**src/rtl/pipeline_hazard_ctrl.sv**
```systemverilog
// Stall/flush/freeze/halt sequencer for the 5-stage pipeline, with per-stage valid tracking.
// Optional performance counters are enabled with the HAZARD_PERF_CNT_EN macro.
module pipeline_hazard_ctrl #(
  parameter int unsigned MEM_TIMEOUT = 255
) (
  input  logic        clk,
  input  logic        rstn,
  input  logic [4:0]  rs1_Dec,
  input  logic [4:0]  rs2_Dec,
  input  logic        rs1_used_Dec,
  input  logic        rs2_used_Dec,
  input  logic [4:0]  Rd_Exec,
  input  logic        wrEn_Exec,
  input  logic        load_Exec,
  input  logic        npc_control_Dec,
  input  logic        halt_IF,
  input  logic        mem_busy_Mem,
  output logic        stall,
  output logic        bubble_Exec,
  output logic        flush_Dec,
  output logic        freeze,
  output logic        valid_Dec,
  output logic        valid_Exec,
  output logic        valid_Mem,
  output logic        valid_WB,
  output logic        halt_out,
  output logic        mem_err,
  output logic [2:0]  state,
  output logic [15:0] stall_cnt,
  output logic [15:0] flush_cnt,
  output logic [15:0] freeze_cnt
);

  localparam logic [2:0] ST_RUN    = 3'd0;
  localparam logic [2:0] ST_FREEZE = 3'd1;
  localparam logic [2:0] ST_DRAIN  = 3'd2;
  localparam logic [2:0] ST_HALTED = 3'd3;
  localparam logic [2:0] ST_ERROR  = 3'd4;
  localparam logic [7:0] TIMEOUT_C = 8'(MEM_TIMEOUT);

  logic [2:0] state_q, state_d;
  logic       v_dec_q, v_dec_d, v_exec_q, v_exec_d;
  logic       v_mem_q, v_mem_d, v_wb_q, v_wb_d;
  logic       mem_err_q, mem_err_d;
  logic [7:0] frz_cnt_q, frz_cnt_d;

  logic terminal, run_like, lu, frz, do_flush, halt_go, timeout;

  always_comb begin
    terminal = (state_q == ST_HALTED) || (state_q == ST_ERROR);
    run_like = (state_q == ST_RUN) || (state_q == ST_FREEZE);
    frz      = !terminal && mem_busy_Mem && v_mem_q;
    lu       = v_dec_q && v_exec_q && load_Exec && wrEn_Exec && (Rd_Exec != 5'd0) &&
               ((rs1_used_Dec && (rs1_Dec == Rd_Exec)) ||
                (rs2_used_Dec && (rs2_Dec == Rd_Exec)));
    do_flush = !frz && !lu && npc_control_Dec && v_dec_q;
    // A halt fetched beside a redirect is wrong-path; beside a load-use it is retried later.
    halt_go  = run_like && halt_IF && !frz && !lu && !npc_control_Dec;
    timeout  = frz && ((frz_cnt_q + 8'd1) == TIMEOUT_C);
  end

  assign stall       = rstn && (terminal || frz || lu || (state_q == ST_DRAIN));
  assign freeze      = rstn && (terminal || frz);
  assign bubble_Exec = rstn && !frz && lu;
  assign flush_Dec   = rstn && do_flush;

  always_comb begin
    // NOTE: every signal gets a default first so no path leaves it unassigned (no latches).
    state_d   = state_q;
    v_dec_d   = v_dec_q;
    v_exec_d  = v_exec_q;
    v_mem_d   = v_mem_q;
    v_wb_d    = v_wb_q;
    mem_err_d = mem_err_q || timeout;
    frz_cnt_d = frz ? frz_cnt_q + 8'd1 : 8'd0;

    if (terminal || timeout) begin
      if (timeout) state_d = ST_ERROR;
      v_dec_d  = 1'b0;
      v_exec_d = 1'b0;
      v_mem_d  = 1'b0;
      v_wb_d   = 1'b0;
    end else if (frz) begin
      if (state_q == ST_RUN) state_d = ST_FREEZE;
    end else begin
      if (halt_go) state_d = ST_DRAIN;
      else if (state_q == ST_FREEZE) state_d = ST_RUN;
      else if ((state_q == ST_DRAIN) && !(v_exec_q || v_mem_q || v_wb_q)) state_d = ST_HALTED;

      v_wb_d  = v_mem_q;
      v_mem_d = v_exec_q;
      if (lu) begin
        v_exec_d = 1'b0;
      end else if (do_flush) begin
        v_exec_d = v_dec_q;
        v_dec_d  = 1'b0;
      end else begin
        v_exec_d = v_dec_q;
        v_dec_d  = run_like && !halt_go;
      end
    end
  end

  always_ff @(posedge clk) begin
    // NOTE: sequential state uses non-blocking assignments so all registers update together.
    if (!rstn) begin
      state_q   <= ST_RUN;
      v_dec_q   <= 1'b0;
      v_exec_q  <= 1'b0;
      v_mem_q   <= 1'b0;
      v_wb_q    <= 1'b0;
      mem_err_q <= 1'b0;
      frz_cnt_q <= 8'd0;
    end else begin
      state_q   <= state_d;
      v_dec_q   <= v_dec_d;
      v_exec_q  <= v_exec_d;
      v_mem_q   <= v_mem_d;
      v_wb_q    <= v_wb_d;
      mem_err_q <= mem_err_d;
      frz_cnt_q <= frz_cnt_d;
    end
  end

  assign valid_Dec  = v_dec_q;
  assign valid_Exec = v_exec_q;
  assign valid_Mem  = v_mem_q;
  assign valid_WB   = v_wb_q;
  assign state      = state_q;
  assign halt_out   = (state_q == ST_HALTED);
  assign mem_err    = mem_err_q;

`ifdef HAZARD_PERF_CNT_EN
  logic [15:0] stall_cnt_q, flush_cnt_q, freeze_cnt_q;

  // Saturating counters: a wrapped count would read as a near-idle pipe.
  always_ff @(posedge clk) begin
    if (!rstn) begin
      stall_cnt_q  <= 16'h0000;
      flush_cnt_q  <= 16'h0000;
      freeze_cnt_q <= 16'h0000;
    end else begin
      if (lu && (stall_cnt_q != 16'hFFFF))       stall_cnt_q  <= stall_cnt_q + 16'd1;
      if (do_flush && (flush_cnt_q != 16'hFFFF)) flush_cnt_q  <= flush_cnt_q + 16'd1;
      if (frz && (freeze_cnt_q != 16'hFFFF))     freeze_cnt_q <= freeze_cnt_q + 16'd1;
    end
  end

  assign stall_cnt  = stall_cnt_q;
  assign flush_cnt  = flush_cnt_q;
  assign freeze_cnt = freeze_cnt_q;
`else
  assign stall_cnt  = 16'h0000;
  assign flush_cnt  = 16'h0000;
  assign freeze_cnt = 16'h0000;
`endif

endmodule
```
**config.mk**
```make
export PLATFORM = sky130hd
export DESIGN_NAME = pipeline_hazard_ctrl
export DESIGN_NICKNAME = d
export VERILOG_FILES = /design/src/rtl/pipeline_hazard_ctrl.sv
export SDC_FILE = /design/constraint.sdc
export NUM_CORES = 1
export LEC_CHECK = 0
export CORE_ASPECT_RATIO = 0.9
export CORE_MARGIN = 3
export CORE_UTILIZATION = 35
export CTS_BUF_LIST = sky130_fd_sc_hd__clkbuf_4
export CTS_CLUSTER_DIAMETER = 30
export DETAILED_ROUTE_END_ITERATION = 7
export GPL_ROUTABILITY_DRIVEN = 1
export PLACE_DENSITY_LB_ADDON = 0.1
export REMOVE_ABC_BUFFERS = 1
export SLEW_MARGIN = 30
export SYNTH_ARGS = -nofsm -noshare
export SYNTH_HDL_FRONTEND = slang
export SYNTH_SLANG_ARGS = --single-unit
```
**constraint.sdc**
```tcl
create_clock -name clk -period 2.2 [get_ports clk]
set_input_delay 0.22 -clock clk [delete_from_list [all_inputs] [get_ports clk]]
set_output_delay 0.22 -clock clk [all_outputs]
set_load 0.02 [all_outputs]
```
# ---- Yosys cells after proc, flatten, opt, wreduce, memory -nomap -nowiden
# Cells that the tools add are included.
dict set report totals {
  reg_bits 16
  latchBits 0
  ram_bits 0
  rom_bits 0
  input_bits 24
  out_inout_bits 61
  wordCells 76
  n_memories 0
}
dict set report op_classes {
  n_addsub 1
  multipliers 0
  div_mod_pow 0
  n_lt_le_gt_ge 0
  n_eq_ne 9
  shifts 0
  muxes 9
  bitwise_logic 3
  reduce_logical 47
}
# cell n
set op_table {}
lappend op_table {{$logic_and 1x1->1} 24}
lappend op_table {{$mux 3} 7}
lappend op_table {{$eq 5x5->1} 2}
lappend op_table {{$logic_or 1x1->1} 10}
lappend op_table {{$reduce_bool 5->1} 2}
lappend op_table {{$add 8x1->8 const B} 1}
lappend op_table {{$eq 8x8->1 const B} 1}
lappend op_table {{$eq 3x2->1 const B} 2}
lappend op_table {{$logic_not 1->1} 6}
lappend op_table {{$reduce_and 2->1} 2}
lappend op_table {{$eq 3x1->1 const B} 1}
lappend op_table {{$eq 3x3->1 const B} 1}
lappend op_table {{$logic_not 3->1} 1}
lappend op_table {{$ne 3x1->1 const B} 1}
lappend op_table {{$not 1->1} 3}
lappend op_table {{$reduce_and 3->1} 1}
lappend op_table {{$mux 1} 2}
lappend op_table {{$ne 2x2->1 const B} 1}
lappend op_table {{$reduce_or 2->1} 1}

# ---- Logic depth before layout (Yosys ltp)
# Gate-level depths: netlist of run 1.
dict set report depth {
  word_depth 12
  ltp_mapped 8
  mapped_depth_nobuf 7
}

# ---- Least setup slack after synthesis of run 1
# OpenSTA, ideal clock, no wires.
dict set report synth_timing {
  kind {flip-flop to flip-flop}
  startpoint {reg state_q[1] (netlist: state[1])}
  endpoint {reg state_q[0] (netlist: state[0])}
  setup_ns 0.124
  arrival_time_ns 1.925
  t_required_ns 2.076
  path_slack_ns 0.151
  path_stages_with_launch 9
  n_path_buf 2
  period_less_slack_ns 2.049
  path_cell_list {dfxtp_1 > buf_2 > nor2_1 > and2_4 > or3_1 > buf_2 > nor4_4 > nand3b_2 > o32ai_1}
}
dict set report synth_between {
  elab_chain_len 12
  elab_cells_between_ends 26
  classes_between {eq/ne (6); mux (4); reduce/logical (16)}
}
# item line_no
set synth_rtl {}
lappend synth_rtl {{start: declaration} 41} ;# logic [2:0] state_q, state_d;
lappend synth_rtl {{start signal: assignment} 115} ;# state_q <= state_d;
lappend synth_rtl {{$eq 3x2->1 or $eq 3x3->1 (tied branches)} 50} ;# terminal = (state_q == ST_HALTED) || (state_q == ST_ERROR);
lappend synth_rtl {{$logic_or 1x1->1} 50}
lappend synth_rtl {{$logic_not 1->1} 52} ;# frz = !terminal && mem_busy_Mem && v_mem_q;
lappend synth_rtl {{$logic_and 1x1->1 (2 in series)} 52}
lappend synth_rtl {{$logic_not 1->1} 58} ;# halt_go = run_like && halt_IF && !frz && !lu && !npc_control_Dec;
lappend synth_rtl {{$logic_and 1x1->1 (3 in series)} 58}
lappend synth_rtl {{$mux 3} 86} ;# if (halt_go) state_d = ST_DRAIN;
lappend synth_rtl {{$mux 3} 83} ;# end else if (frz) begin
lappend synth_rtl {{$mux 3} 77} ;# if (terminal || timeout) begin
# Parallel ways exist; a longest one is shown, timed or not.
# A chain may end at the register's enable or synchronous reset.

# ---- Worst setup path in the final report of run 1
dict set report layout_timing {
  startpoint {reg state_q[0] (netlist: state[0])}
  endpoint {out bubble_Exec}
}
dict set report layout_between {
  elab_chain_len 8
  elab_cells_between_ends 9
  classes_between {eq/ne (2); reduce/logical (7)}
}
# item line_no
set layout_rtl {}
lappend layout_rtl {{$eq 3x2->1 or $eq 3x3->1 (tied branches)} 50}
lappend layout_rtl {{$logic_or 1x1->1 *} 50}
lappend layout_rtl {{$logic_not 1->1 *} 52}
lappend layout_rtl {{$logic_and 1x1->1 * (2 in series)} 52}
lappend layout_rtl {{$logic_not 1->1 *} 64} ;# assign bubble_Exec = rstn && !frz && lu;
lappend layout_rtl {{$logic_and 1x1->1 * (2 in series)} 64}
lappend layout_rtl {{end: declaration} 19} ;# output logic bubble_Exec,
# Every way passes the cells marked *; elsewhere a longest branch is shown, timed or not.

==> tab_implementation.tex, run 1 <==
\begin{tabular}{lr}
\hline
Metric & Value \\
\hline
\multicolumn{2}{l}{\textbf{Run status}} \\
\quad Result of the run & completed \\
\multicolumn{2}{l}{\textbf{Synthesis}} \\
\quad Post-synth top area share & 25.88\% \\
\quad Biggest area consumer among synthesized cells & sky130\_fd\_sc\_hd\_\_buf\_4 \\
\quad Mapped Area & 1393 um2 \\
\quad Gate count of the mapped netlist & 178 \\
\quad EDFF count, synth & 0 \\
\quad Flip-flop and latch count after synthesis & 16 \\
\quad Mean cell area of the mapped netlist & 7.824 um2 \\
\quad Number of library cell types mapped by synthesis & 41 \\
\quad Sequential fraction of the synthesis area & 23.00\% \\
\quad Main synth FF type & sky130\_fd\_sc\_hd\_\_dfxtp\_1 \\
\quad Leading post-synthesis cells by cell area & sky130\_fd\_sc\_hd\_\_buf\_4 26\%, sky130\_fd\_sc\_hd\_\_dfxtp\_1 23\%, sky130\_fd\_sc\_hd\_\_xnor2\_1 6.9\% \\
\quad Async set-or-reset flop fraction in the synthesized netlist & 0\% \\
\quad Count of synthesis-stage warnings from yosys & 0 \\
\multicolumn{2}{l}{\textbf{CTS}} \\
\quad TritonCTS Sinks & 16 \\
\quad Maximum level of the CTS H-tree & 1 \\
\quad Clock transition at path regs & 0.09 ns \\
\quad Cell chosen for the clock root & sky130\_fd\_sc\_hd\_\_clkbuf\_4 \\
\quad Clk\_lat worst skew & 0.28 ns \\
\quad Number of hold-repair buffers added at the cts stage & 0 \\
\quad Number of buffers added by the clock tree synthesis step & 3 \\
\quad \# Post-CTS Setup Buffers & 0 \\
\quad Clock tree from TritonCTS & built \\
\quad Max Buffers Root-to-Sink & 2 \\
\multicolumn{2}{l}{\textbf{Critical path}} \\
\quad Kind of start point of the critical path & flop \\
\quad CP Class & flop to output port \\
\quad Worst EP required & 1.98 ns \\
\quad Nature of the critical path endpoint & output port \\
\quad Arrival time reported for the critical path endpoint & 1.89 ns \\
\quad Critical path fanouts, max & 4 \\
\multicolumn{2}{l}{\textbf{Route}} \\
\quad DRC & 0 \\
\quad Via-to-Cell Ratio & 4.549 \\
\quad Total via count after detailed routing & 1242 \\
\quad Total wirelength of the detailed-routed design & 3.148 mm \\
\quad Violation count after the first detailed-route iteration & 32 \\
\quad Remaining number of nets flagged by the antenna check after routing & 0 \\
\quad Pre-Repair DR Iteration Count & 4 \\
\quad Average wire per cell in the routed design & 11.53 um \\
\multicolumn{2}{l}{\textbf{Global routing}} \\
\quad Met1 GRT Util & 15.67\% \\
\quad Total grt overflow & 0 \\
\quad Initial antenna violation count & 0 \\
\quad Via count of the first global-routing pass & 1072 \\
\quad Overall routing resource usage & 12.62\% \\
\quad Met2 track demand over resource & 22.84\% \\
\quad Met3 track demand over resource in global routing & 2.432\% \\
\quad Pin count of the biggest net entering global routing & 10 \\
\quad Global-route wire length before repair & 4.926 mm \\
\quad Busiest layer in global routing & met2 \\
\multicolumn{2}{l}{\textbf{Run}} \\
\quad Max-cap violation count & 0 \\
\multicolumn{2}{l}{\textbf{Timing}} \\
\quad Final clock period utilization by the worst path & 95.92\% \\
\quad Slew @ Worst Pin & 0.4969 ns \\
\quad Maximum clock frequency & 473.9 MHz \\
\quad Final-report hold violation count & 0 \\
\quad Worst Hold Margin & 0.4782 ns \\
\quad Worst Clk Skew & 0.002496 ns \\
\quad Setup TNS & 0 ns \\
\quad Clock period minus final worst setup slack & 2.110 ns \\
\quad Worst slew slack as a fraction of its limit & 66.01\% \\
\quad Slew Viols, Final & 0 \\
\quad Total setup violations reported at the end of the flow & 0 \\
\multicolumn{2}{l}{\textbf{Finish}} \\
\quad Fraction of layout cells with a size suffix above 1 & 11.45\% \\
\quad Most common cell after layout, fill and taps aside & sky130\_fd\_sc\_hd\_\_conb\_1 \\
\quad Area taken by multi-input logic gates & 855.8 um2 \\
\quad Synthesis-to-finish area growth & 25.88\% \\
\quad Number of nets in the finished design & 254 \\
\quad Final non-filler cell total & 273 \\
\quad Final standard cell area without fillers & 1753 um2 \\
\quad Layout filler cell count & 372 \\
\quad Commonest non-fill, non-tap cells in the layout & 48 x sky130\_fd\_sc\_hd\_\_conb\_1, 31 x sky130\_fd\_sc\_hd\_\_clkdlybuf4s50\_1, 19 x sky130\_fd\_sc\_hd\_\_nor2\_1, 16 x sky130\_fd\_sc\_hd\_\_dfxtp\_1, 15 x sky130\_fd\_sc\_hd\_\_buf\_4 \\
\quad Diodes inserted & 0 \\
\quad Storage cell area & 320.3 um2 \\
\multicolumn{2}{l}{\textbf{Floorplanning}} \\
\quad I/O pins & 85 \\
\quad Die extent in x & 72.49 um \\
\quad Site Rows & 21 \\
\quad Floorplan core area & 3784 um2 \\
\quad Vertical die dimension & 65.84 um \\
\quad Overall die area & 4773 um2 \\
\quad Initial core utilization & 36.81\% \\
\multicolumn{2}{l}{\textbf{Power and ir drop}} \\
\quad Cell area power density & 558.2 nW/um2 \\
\quad Peak ir drop on the vdd network & 317.0 uV \\
\quad Post-layout total power & 0.0009784 W \\
\quad Standby leakage power & 0.7744 nW \\
\multicolumn{2}{l}{\textbf{Placement}} \\
\quad Cell total after placement & 269 \\
\quad RePlAce Congestion & 0.8195 \\
\quad Port Buf Inserts & 36 \\
\quad Placed Area & 1717 um2 \\
\quad Half-perimeter wire length after placement & 2.583 mm \\
\multicolumn{2}{l}{\textbf{Min path}} \\
\quad Path category of the worst min-delay check & flop to flop \\
\hline
\end{tabular}
## metal layers
| metal | vias up | wire (um) |
|---|---|---|
| li1 | 608 | - |
| met4 | 0 | 19 |
| met5 | - | 0 |
| met1 | 565 | 1365 |
| met2 | 67 | 1417 |
| met3 | 2 | 345 |
## through the flow
step	worst slack, ns	utilization (%)
after floorplan	0.2169	-
after global placement	-0.2087	45.37
after detailed placement	-0.2416	45.37
after CTS	0.0006182	45.97
after global routing	-0.006510	46.33
final	0.08980	46.33
## where the power goes
group / leakage [nW] / switching [W] / total [W] / internal (W)
Clock: 0.0154 / 0.0000915 / 0.000157 / 0.0000656
Combinational: 0.629 / 0.000266 / 0.000476 / 0.000210
Sequential: 0.130 / 0.0000288 / 0.000345 / 0.000316
## path summary, 6_finish.rpt
check	from	slack, ns	cells past startpoint	end
max reg2reg	state[0]	0.16	7	state[0]
min reg2reg	mem_err	0.48	1	mem_err
max	state[0]	0.09	5	bubble_Exec
min	mem_err	0.48	1	mem_err
## Yosys cell counts, types with 3 or more instances
| master | n |
|---|---|
| sky130_fd_sc_hd__a21oi_1 | 7 |
| sky130_fd_sc_hd__buf_2 | 3 |
| sky130_fd_sc_hd__buf_4 | 48 |
| sky130_fd_sc_hd__dfxtp_1 | 16 |
| sky130_fd_sc_hd__inv_1 | 4 |
| sky130_fd_sc_hd__nand2_1 | 12 |
| sky130_fd_sc_hd__nand3_1 | 3 |
| sky130_fd_sc_hd__nand3b_1 | 4 |
| sky130_fd_sc_hd__nand4_1 | 5 |
| sky130_fd_sc_hd__nor2_1 | 19 |
| sky130_fd_sc_hd__o21a_1 | 4 |
| sky130_fd_sc_hd__o21ai_0 | 3 |
| sky130_fd_sc_hd__xnor2_1 | 11 |
| sky130_fd_sc_hd__xor2_1 | 5 |
## registers in the layout, summed over array words and instances (netlist names)
signal / count
valid_Dec: 1
mem_err: 1
frz_cnt_q: 8
state: 3
valid_Exec: 1
valid_Mem: 1
valid_WB: 1
## cell families after synthesis
kind of cell | count (synthesis) | synth area share (%)
AOI/OAI and AO/OA | 28 | 13.66
buffers and inverters | 58 | 28.84
other | 1 | 0.2693
xor gates and xnor gates | 16 | 10.06
muxes | 2 | 1.527
and+or+nand+nor | 55 | 20.84
adders and majority gates | 2 | 1.797
DFF | 16 | 23.00
## timing repair
action                     4_1_cts  5_1_grt
resized for setup                3        4
pin swaps                        0        4
setup endpoints to repair        3        3
gates cloned                     0        0
## critical path, cell delays in order (launching register included)
cell                            delay, ns
sky130_fd_sc_hd__dfxtp_1             0.40
sky130_fd_sc_hd__nor2_1              0.08
sky130_fd_sc_hd__and2_4              0.17
sky130_fd_sc_hd__or3_1               0.43
sky130_fd_sc_hd__and3_1              0.21
sky130_fd_sc_hd__dlygate4sd2_1       0.31
## cell type report
cell class / count / share of cell area [%]
clock buffers: 3 / 1.285
clock inverters: 1 / 0.2141
inverters: 5 / 1.071
multi-input cells: 151 / 48.82
flip-flops and latches: 16 / 18.27
well taps: 46 / 3.283
repair buffers: 51 / 27.05
Note: power is estimated with default switching activity, not from simulation.
==> run 2, diff against run 1 <==
--- a/config.mk
+++ b/config.mk
@@ -5,8 +5,9 @@
 export SDC_FILE = /design/constraint.sdc
 export NUM_CORES = 1
 export LEC_CHECK = 0
+export ABC_CLOCK_PERIOD_IN_PS = 2200
 export CORE_ASPECT_RATIO = 0.9
-export CORE_MARGIN = 3
+export CORE_MARGIN = 10
 export CORE_UTILIZATION = 35
 export CTS_BUF_LIST = sky130_fd_sc_hd__clkbuf_4
 export CTS_CLUSTER_DIAMETER = 30
==> run 2 against run 1 <==
Flip-flop and latch count unchanged. Critical path type is now input port to output port. Clock skew increased by 0.0014 ns. Sequential power increased by 1%. Wire length increased by 16%. Largest power group unchanged. Highest routed layer unchanged.
==> tab_implementation.tex, run 2 (synthesis gave the netlist of run 1 again) <==
\begin{tabular}{lr}
\hline
Metric & Value \\
\hline
\multicolumn{2}{l}{\textbf{Run status}} \\
\quad Result of the run & completed \\
\multicolumn{2}{l}{\textbf{Finish}} \\
\quad Layout filler cell count & 375 (+0.81\%) \\
\quad Area taken by multi-input logic gates & 855.8 um2 (unchanged) \\
\quad Most common cell after layout, fill and taps aside & sky130\_fd\_sc\_hd\_\_conb\_1 \\
\quad Number of nets in the finished design & 255 (+0.39\%) \\
\quad Largest register by flop count & frz\_cnt\_q \\
\quad Fraction of layout cells with a size suffix above 1 & 13.22\% (+1.8 points) \\
\quad Largest register FFs & 8 (unchanged) \\
\quad Final standard cell utilization of the core & 46.66\% (+0.33 points) \\
\quad Synthesis-to-finish area growth & 26.77\% \\
\quad Storage cell area & 324.1 um2 (+1.2\%) \\
\quad Diodes inserted & 0 (unchanged) \\
\quad Commonest non-fill, non-tap cells in the layout & 48 x sky130\_fd\_sc\_hd\_\_conb\_1, 30 x sky130\_fd\_sc\_hd\_\_clkdlybuf4s50\_1, 19 x sky130\_fd\_sc\_hd\_\_nor2\_1, 16 x sky130\_fd\_sc\_hd\_\_buf\_4, 13 x sky130\_fd\_sc\_hd\_\_dfxtp\_1 \\
\multicolumn{2}{l}{\textbf{CTS}} \\
\quad Clk\_lat worst skew & 0.28 ns (about the same) \\
\quad Maximum level of the CTS H-tree & 1 (unchanged) \\
\quad \# Post-CTS Setup Buffers & 0 (unchanged) \\
\quad Cell chosen for the clock root & sky130\_fd\_sc\_hd\_\_clkbuf\_4 \\
\quad Clock transition at path regs & 0.08 ns (about the same) \\
\quad Clock tree from TritonCTS & built \\
\quad Max Buffers Root-to-Sink & 2 (unchanged) \\
\quad TritonCTS Sinks & 16 (unchanged) \\
\quad Number of buffers added by the clock tree synthesis step & 3 (unchanged) \\
\quad Number of hold-repair buffers added at the cts stage & 0 (unchanged) \\
\multicolumn{2}{l}{\textbf{Floorplanning}} \\
\quad Overall die area & 6905 um2 (+45\%) \\
\quad Vertical die dimension & 79.84 um (+21\%) \\
\quad I/O pins & 85 (unchanged) \\
\quad Initial core utilization & 36.81\% (unchanged) \\
\quad Floorplan core area & 3784 um2 (unchanged) \\
\quad Site Rows & 21 (unchanged) \\
\quad Die extent in x & 86.49 um (+19\%) \\
\multicolumn{2}{l}{\textbf{Global routing}} \\
\quad Pin count of the biggest net entering global routing & 9 (-1) \\
\quad Overall routing resource usage & 10.00\% (-2.6 points) \\
\quad Global-route wire length before repair & 5.816 mm (+18\%) \\
\quad Total grt overflow & 0 (unchanged) \\
\quad Initial antenna violation count & 0 (unchanged) \\
\quad Via count of the first global-routing pass & 1258 (+17\%) \\
\multicolumn{2}{l}{\textbf{Timing}} \\
\quad Final clock period utilization by the worst path & 94.46\% (-1.5 points) \\
\quad Slew @ Worst Pin & 0.5598 ns (+0.06284 ns) \\
\quad Setup repair after global routing missed its margin & false \\
\quad Slew Viols, Final & 0 (unchanged) \\
\quad Total setup violations reported at the end of the flow & 0 (unchanged) \\
\quad Maximum clock frequency & 481.2 MHz (+1.5\%) \\
\quad Clock period minus final worst setup slack & 2.078 ns (-0.03217 ns) \\
\quad Final-report hold violation count & 0 (unchanged) \\
\quad Worst Clk Skew & 0.003896 ns (+0.001400 ns) \\
\quad Worst slew slack as a fraction of its limit & 61.72\% (-4.3 points) \\
\quad Setup TNS & 0 ns (unchanged) \\
\multicolumn{2}{l}{\textbf{Critical path}} \\
\quad Nature of the critical path endpoint & output port \\
\quad Delay of the slowest cell on the worst path & 0.54 ns (+0.11 ns) \\
\quad Flop-to-flop setup slack & 0.17 ns (about the same) \\
\quad Critical path fanouts, max & 4 (unchanged) \\
\quad Kind of start point of the critical path & input port \\
\quad Crit-path leading delay family & buffers and inverters \\
\quad Worst R2R Start & state[0] \\
\quad Worst EP required & 1.98 ns (about the same) \\
\quad Cell Chain, Critical Path & clkdlybuf4s50\_1 -> xnor2\_1 -> nand4\_1 -> o22ai\_2 -> and2\_4 -> buf\_4 -> nor2\_1 -> clkdlybuf4s15\_1 \\
\quad CP Class & input port to output port \\
\quad Worst path buffer plus inverter count & 3 (+2) \\
\quad Number of cells traversed by the worst register-to-register path & 7 (unchanged) \\
\quad Endpoint of the lowest-slack register-to-register path & state[1] \\
\quad Levels on crit path & 8 (+3) \\
\quad Arrival time reported for the critical path endpoint & 1.86 ns (-0.03 ns) \\
\quad Slowest-stage cell, CP & sky130\_fd\_sc\_hd\_\_clkdlybuf4s50\_1 \\
\multicolumn{2}{l}{\textbf{Power and ir drop}} \\
\quad Peak ir drop on the vdd network & 347.0 uV (+9.5\%) \\
\quad Standby leakage power & 0.7810 nW (+0.85\%) \\
\quad Post-layout total power & 0.0009892 W (+1.1\%) \\
\quad Cell area power density & 560.3 nW/um2 (+0.39\%) \\
\multicolumn{2}{l}{\textbf{Route}} \\
\quad Average wire per cell in the routed design & 13.41 um (+16\%) \\
\quad Via-to-Cell Ratio & 4.535 (-0.32\%) \\
\quad Total wirelength of the detailed-routed design & 3.662 mm (+16\%) \\
\quad Total via count after detailed routing & 1238 (-0.32\%) \\
\quad Remaining number of nets flagged by the antenna check after routing & 0 (unchanged) \\
\quad Violation count after the first detailed-route iteration & 42 (+31\%) \\
\quad Pre-Repair DR Iteration Count & 4 (unchanged) \\
\quad DRC & 0 (unchanged) \\
\multicolumn{2}{l}{\textbf{Min path}} \\
\quad Launch point of the worst hold path & mem\_err \\
\quad Number of stages on the worst hold path & 1 (unchanged) \\
\quad Path category of the worst min-delay check & flop to flop \\
\quad Hold worst-path end & mem\_err \\
\multicolumn{2}{l}{\textbf{Placement}} \\
\quad Half-perimeter wire length after placement & 3.136 mm (+21\%) \\
\quad Port Buf Inserts & 36 (unchanged) \\
\quad RePlAce Congestion & 0.8683 (+6.0\%) \\
\multicolumn{2}{l}{\textbf{Run}} \\
\quad Max-cap violation count & 0 (unchanged) \\
\hline
\end{tabular}
-- run 2: repair_timing --
action / CTS / global route
pin swaps: 0 / 1
endpoints found under the hold margin: 0 / 0
gates resized for setup: 3 / 10
endpoints found under the setup margin: 3 / 4
-- run 2: how the worst max path moves through the flow --
stage	start	to	slack (ns)
after floorplan	state[0]	state[0]	0.22
after global placement	Rd_Exec[2]	bubble_Exec	-0.21
after detailed placement	Rd_Exec[3]	bubble_Exec	-0.23
after CTS	Rd_Exec[3]	flush_Dec	0.03
after global routing	frz_cnt_q[0]	state[0]	0.01
final	Rd_Exec[4]	flush_Dec	0.12
-- run 2: per-layer routing --
metal,wire length [um],GRT usage (%)
met1,1691,12.25
met2,1502,15.27
met3,455,5.000
met4,12,2.265
met5,0,0
-- run 2: area by class of cell --
type | count | area share [%]
clock buffers | 3 | 1.276
multi-input cells | 151 | 48.48
repair buffers | 52 | 27.57
inverters | 5 | 1.063
flip-flops and latches | 16 | 18.36
well taps | 46 | 3.260
-- run 2: worst reg2reg max path, delay by kind of cell (launching register included) --
kind | cells | cell delay (ns)
multiplexers | 1 | 0.19
AO/OA/AOI/OAI | 1 | 0.21
buffers and inverters | 1 | 0.18
AND/OR/NAND/NOR | 4 | 0.99
flip-flops | 1 | 0.38
-- run 2: where the power goes --
part / internal [W] / switching (W) / leakage, nW
Combinational: 0.000217 / 0.000276 / 0.636
Sequential: 0.000319 / 0.0000298 / 0.131
Clock: 0.0000635 / 0.0000839 / 0.0138
Total: 0.000599 / 0.000390 / 0.781
-- run 2: metrics by stage --
step,setup WS (ns),instances,hold WS (ns),area (um2)
3_5_place_dp,-0.2288,270,0.4677,1724
3_3_place_gp,-0.2105,270,0.4566,1724
4_1_cts,0.03262,273,0.4903,1743
5_1_grt,0.01080,273,0.4985,1765
6_report,0.1220,273,0.4783,1765
2_1_floorplan,0.2169,172,0.3378,1186
==> run 3, diff against run 2 <==
--- a/config.mk
+++ b/config.mk
@@ -14,7 +14,6 @@
 export DETAILED_ROUTE_END_ITERATION = 7
 export GPL_ROUTABILITY_DRIVEN = 1
 export PLACE_DENSITY_LB_ADDON = 0.1
-export REMOVE_ABC_BUFFERS = 1
 export SLEW_MARGIN = 30
 export SYNTH_ARGS = -nofsm -noshare
 export SYNTH_HDL_FRONTEND = slang
==> run 3 against run 2 <==
Combinational power up 0.8%. Register-to-register slack better by 0.03 ns. Total power up 1.4%. Critical endpoint unchanged. Largest cell class unchanged.
==> tab_implementation.tex, run 3 (synthesis gave the netlist of run 1 again) <==
\begin{tabular}{lr}
\hline
Metric & Value \\
\hline
\multicolumn{2}{l}{\textbf{Run status}} \\
\quad Result of the run & completed \\
\multicolumn{2}{l}{\textbf{CTS}} \\
\quad Clock tree from TritonCTS & built \\
\quad Number of hold-repair buffers added at the cts stage & 0 (unchanged) \\
\quad Maximum level of the CTS H-tree & 1 (unchanged) \\
\quad Clock transition at path regs & 0.11 ns (+0.03 ns) \\
\quad TritonCTS Sinks & 16 (unchanged) \\
\quad Max Buffers Root-to-Sink & 2 (unchanged) \\
\quad Cell chosen for the clock root & sky130\_fd\_sc\_hd\_\_clkbuf\_4 \\
\quad Clk\_lat worst skew & 0.30 ns (+0.02 ns) \\
\quad Number of buffers added by the clock tree synthesis step & 3 (unchanged) \\
\multicolumn{2}{l}{\textbf{Timing}} \\
\quad Setup repair after global routing missed its margin & false \\
\quad Total setup violations reported at the end of the flow & 0 (unchanged) \\
\quad Final-report hold violation count & 0 (unchanged) \\
\quad Setup TNS & 0 ns (unchanged) \\
\quad Slew Viols, Final & 0 (unchanged) \\
\quad Maximum clock frequency & 479.2 MHz (-0.43\%) \\
\quad Clock period minus final worst setup slack & 2.087 ns (+0.008880 ns) \\
\quad Worst Clk Skew & 0.008456 ns (+0.004561 ns) \\
\quad Setup WS post-layout & 0.1131 ns (-0.008880 ns) \\
\quad Final clock period utilization by the worst path & 94.86\% (+0.40 points) \\
\multicolumn{2}{l}{\textbf{Global routing}} \\
\quad Initial antenna violation count & 0 (unchanged) \\
\quad Met3 track demand over resource in global routing & 3.061\% (-1.9 points) \\
\quad Met2 track demand over resource & 16.59\% (+1.3 points) \\
\quad Overall routing resource usage & 9.913\% (-0.089 points) \\
\quad Met1 GRT Util & 11.65\% (-0.60 points) \\
\quad Via count of the first global-routing pass & 1193 (-5.2\%) \\
\quad Total grt overflow & 0 (unchanged) \\
\quad Global-route wire length before repair & 5.658 mm (-2.7\%) \\
\quad Pin count of the biggest net entering global routing & 10 (+1) \\
\quad Busiest layer in global routing & met2 \\
\multicolumn{2}{l}{\textbf{Finish}} \\
\quad Diodes inserted & 0 (unchanged) \\
\quad Synthesis-to-finish area growth & 27.58\% \\
\quad Largest register by flop count & frz\_cnt\_q \\
\quad Most common cell after layout, fill and taps aside & sky130\_fd\_sc\_hd\_\_conb\_1 \\
\quad Largest register FFs & 8 (unchanged) \\
\quad Layout filler cell count & 384 (+2.4\%) \\
\quad Number of nets in the finished design & 257 (+0.78\%) \\
\quad Commonest non-fill, non-tap cells in the layout & 48 x sky130\_fd\_sc\_hd\_\_conb\_1, 30 x sky130\_fd\_sc\_hd\_\_clkdlybuf4s50\_1, 19 x sky130\_fd\_sc\_hd\_\_nor2\_1, 18 x sky130\_fd\_sc\_hd\_\_buf\_4, 16 x sky130\_fd\_sc\_hd\_\_dfxtp\_1 \\
\quad Fraction of layout cells with a size suffix above 1 & 13.48\% (+0.26 points) \\
\multicolumn{2}{l}{\textbf{Route}} \\
\quad Remaining number of nets flagged by the antenna check after routing & 0 (unchanged) \\
\quad DRC & 0 (unchanged) \\
\quad Total via count after detailed routing & 1216 (-1.8\%) \\
\quad Pre-Repair DR Iteration Count & 4 (unchanged) \\
\quad Violation count after the first detailed-route iteration & 35 (-17\%) \\
\quad Via-to-Cell Ratio & 4.406 (-2.8\%) \\
\quad Total wirelength of the detailed-routed design & 3.635 mm (-0.74\%) \\
\quad Average wire per cell in the routed design & 13.17 um (-1.8\%) \\
\multicolumn{2}{l}{\textbf{Critical path}} \\
\quad Slowest-stage cell, CP & sky130\_fd\_sc\_hd\_\_clkdlybuf4s50\_1 \\
\quad Cell Chain, Critical Path & clkdlybuf4s50\_1 -> xnor2\_1 -> nand4\_1 -> o22ai\_2 -> and2\_4 -> buf\_4 -> nor2\_1 -> dlygate4sd2\_1 \\
\quad Startpoint of the most critical setup path & Rd\_Exec[2] \\
\quad Arrival time reported for the critical path endpoint & 1.87 ns (about the same) \\
\quad Endpoint of the lowest-slack register-to-register path & state[0] \\
\quad Kind of start point of the critical path & input port \\
\quad Delay of the slowest cell on the worst path & 0.53 ns (about the same) \\
\quad CP Class & input port to output port \\
\quad Last element of the critical path & flush\_Dec \\
\quad Worst R2R Start & state[0] \\
\quad Critical path fanouts, max & 4 (unchanged) \\
\quad Number of cells traversed by the worst register-to-register path & 8 (+1) \\
\quad Nature of the critical path endpoint & output port \\
\quad Flop-to-flop setup slack & 0.20 ns (+0.03 ns) \\
\quad Worst EP required & 1.98 ns (about the same) \\
\multicolumn{2}{l}{\textbf{Floorplanning}} \\
\quad Initial core utilization & 36.81\% (unchanged) \\
\quad Floorplan core area & 3784 um2 (unchanged) \\
\quad Vertical die dimension & 79.84 um (unchanged) \\
\quad Die extent in x & 86.49 um (unchanged) \\
\quad I/O pins & 85 (unchanged) \\
\quad Site Rows & 21 (unchanged) \\
\quad Overall die area & 6905 um2 (unchanged) \\
\multicolumn{2}{l}{\textbf{Power and ir drop}} \\
\quad Standby leakage power & 0.7926 nW (+1.5\%) \\
\quad Cell area power density & 564.6 nW/um2 (+0.77\%) \\
\quad Peak ir drop on the vdd network & 180.1 uV (-48\%) \\
\quad Post-layout total power & 0.001003 W (+1.4\%) \\
\multicolumn{2}{l}{\textbf{Run}} \\
\quad Max-cap violation count & 0 (unchanged) \\
\multicolumn{2}{l}{\textbf{Placement}} \\
\quad Half-perimeter wire length after placement & 3.132 mm (-0.11\%) \\
\quad Port Buf Inserts & 36 (unchanged) \\
\quad RePlAce Congestion & 0.7937 (-8.6\%) \\
\quad Setup Slack @ Placement & -0.2060 ns (+0.02277 ns) \\
\multicolumn{2}{l}{\textbf{Min path}} \\
\quad Path category of the worst min-delay check & flop to flop \\
\hline
\end{tabular}
[run 3: changes by cell type in the layout (fill, tap and decap cells not counted), moves of 2 or more]
cell / previous run / this run
sky130_fd_sc_hd__buf_4: 16 / 18
sky130_fd_sc_hd__clkdlybuf4s15_1: 2 / 0
sky130_fd_sc_hd__dfxtp_1: 13 / 16
sky130_fd_sc_hd__dfxtp_2: 3 / 0
[run 3: power breakdown]
group | switching (W) | total (W) | leakage (nW) | internal, W
sequential | 0.0000200 | 0.000336 | 0.130 | 0.000316
combinational | 0.000280 | 0.000497 | 0.647 | 0.000217
clock | 0.000104 | 0.000170 | 0.0154 | 0.0000661
[run 3: final cells by class]
| type | instances | area (um2) | area share [%] |
|---|---|---|---|
| Timing Repair Buffer | 54 | 495.5 | 27.89 |
| Clock inverter | 1 | 3.754 | 0.2113 |
| Tap cell | 46 | 57.56 | 3.239 |
| Inverter | 5 | 18.77 | 1.056 |
| Clock buffer | 3 | 22.52 | 1.268 |
| Sequential cell | 16 | 320.3 | 18.03 |
| Multi-Input combinational cell | 151 | 858.3 | 48.31 |
[run 3: how the worst min path moves through the flow]
| stage | from | to | slack [ns] | cells after the start |
|---|---|---|---|---|
| final | valid_Mem | valid_WB | 0.49 | 2 |
| after global routing | valid_Mem | valid_WB | 0.52 | 2 |
| after CTS | valid_Mem | valid_WB | 0.49 | 2 |
| after detailed placement | valid_Mem | valid_WB | 0.47 | 2 |
| after global placement | mem_err | mem_err | 0.46 | 1 |
| after floorplan | rstn | valid_Dec | 0.41 | 2 |
[run 3: per-layer routing]
layer / share of wire [%] / up-vias
met5: 0 / -
li1: - / 613
met3: 11 / 4
met4: 0.94 / 0
met1: 42 / 540
met2: 46 / 59
[run 3: metrics by stage]
step / utilization [%] / cell area [um2] / cells / hold WS [ns]
2_1_floorplan: - / 1569 / 225 / 0.4091
3_3_place_gp: 45.57 / 1724 / 270 / 0.4591
3_5_place_dp: 45.57 / 1724 / 270 / 0.4735
4_1_cts: 46.16 / 1747 / 274 / 0.4885
5_1_grt: 46.96 / 1777 / 276 / 0.5183
6_report: 46.96 / 1777 / 276 / 0.4879
[run 3: critical path: cells and delay by family]
family / cells / cell delay, ns
buf+inv: 3 / 0.97
simple gates: 3 / 0.34
compound gates: 1 / 0.21
xor+xnor: 1 / 0.13
[run 3: timing repair]
action | 4_1_cts | 5_1_grt
endpoints found under the setup margin | 3 | 7
gates resized for setup | 3 | 8
buffers inserted | 0 | 2
pin swaps | 0 | 1
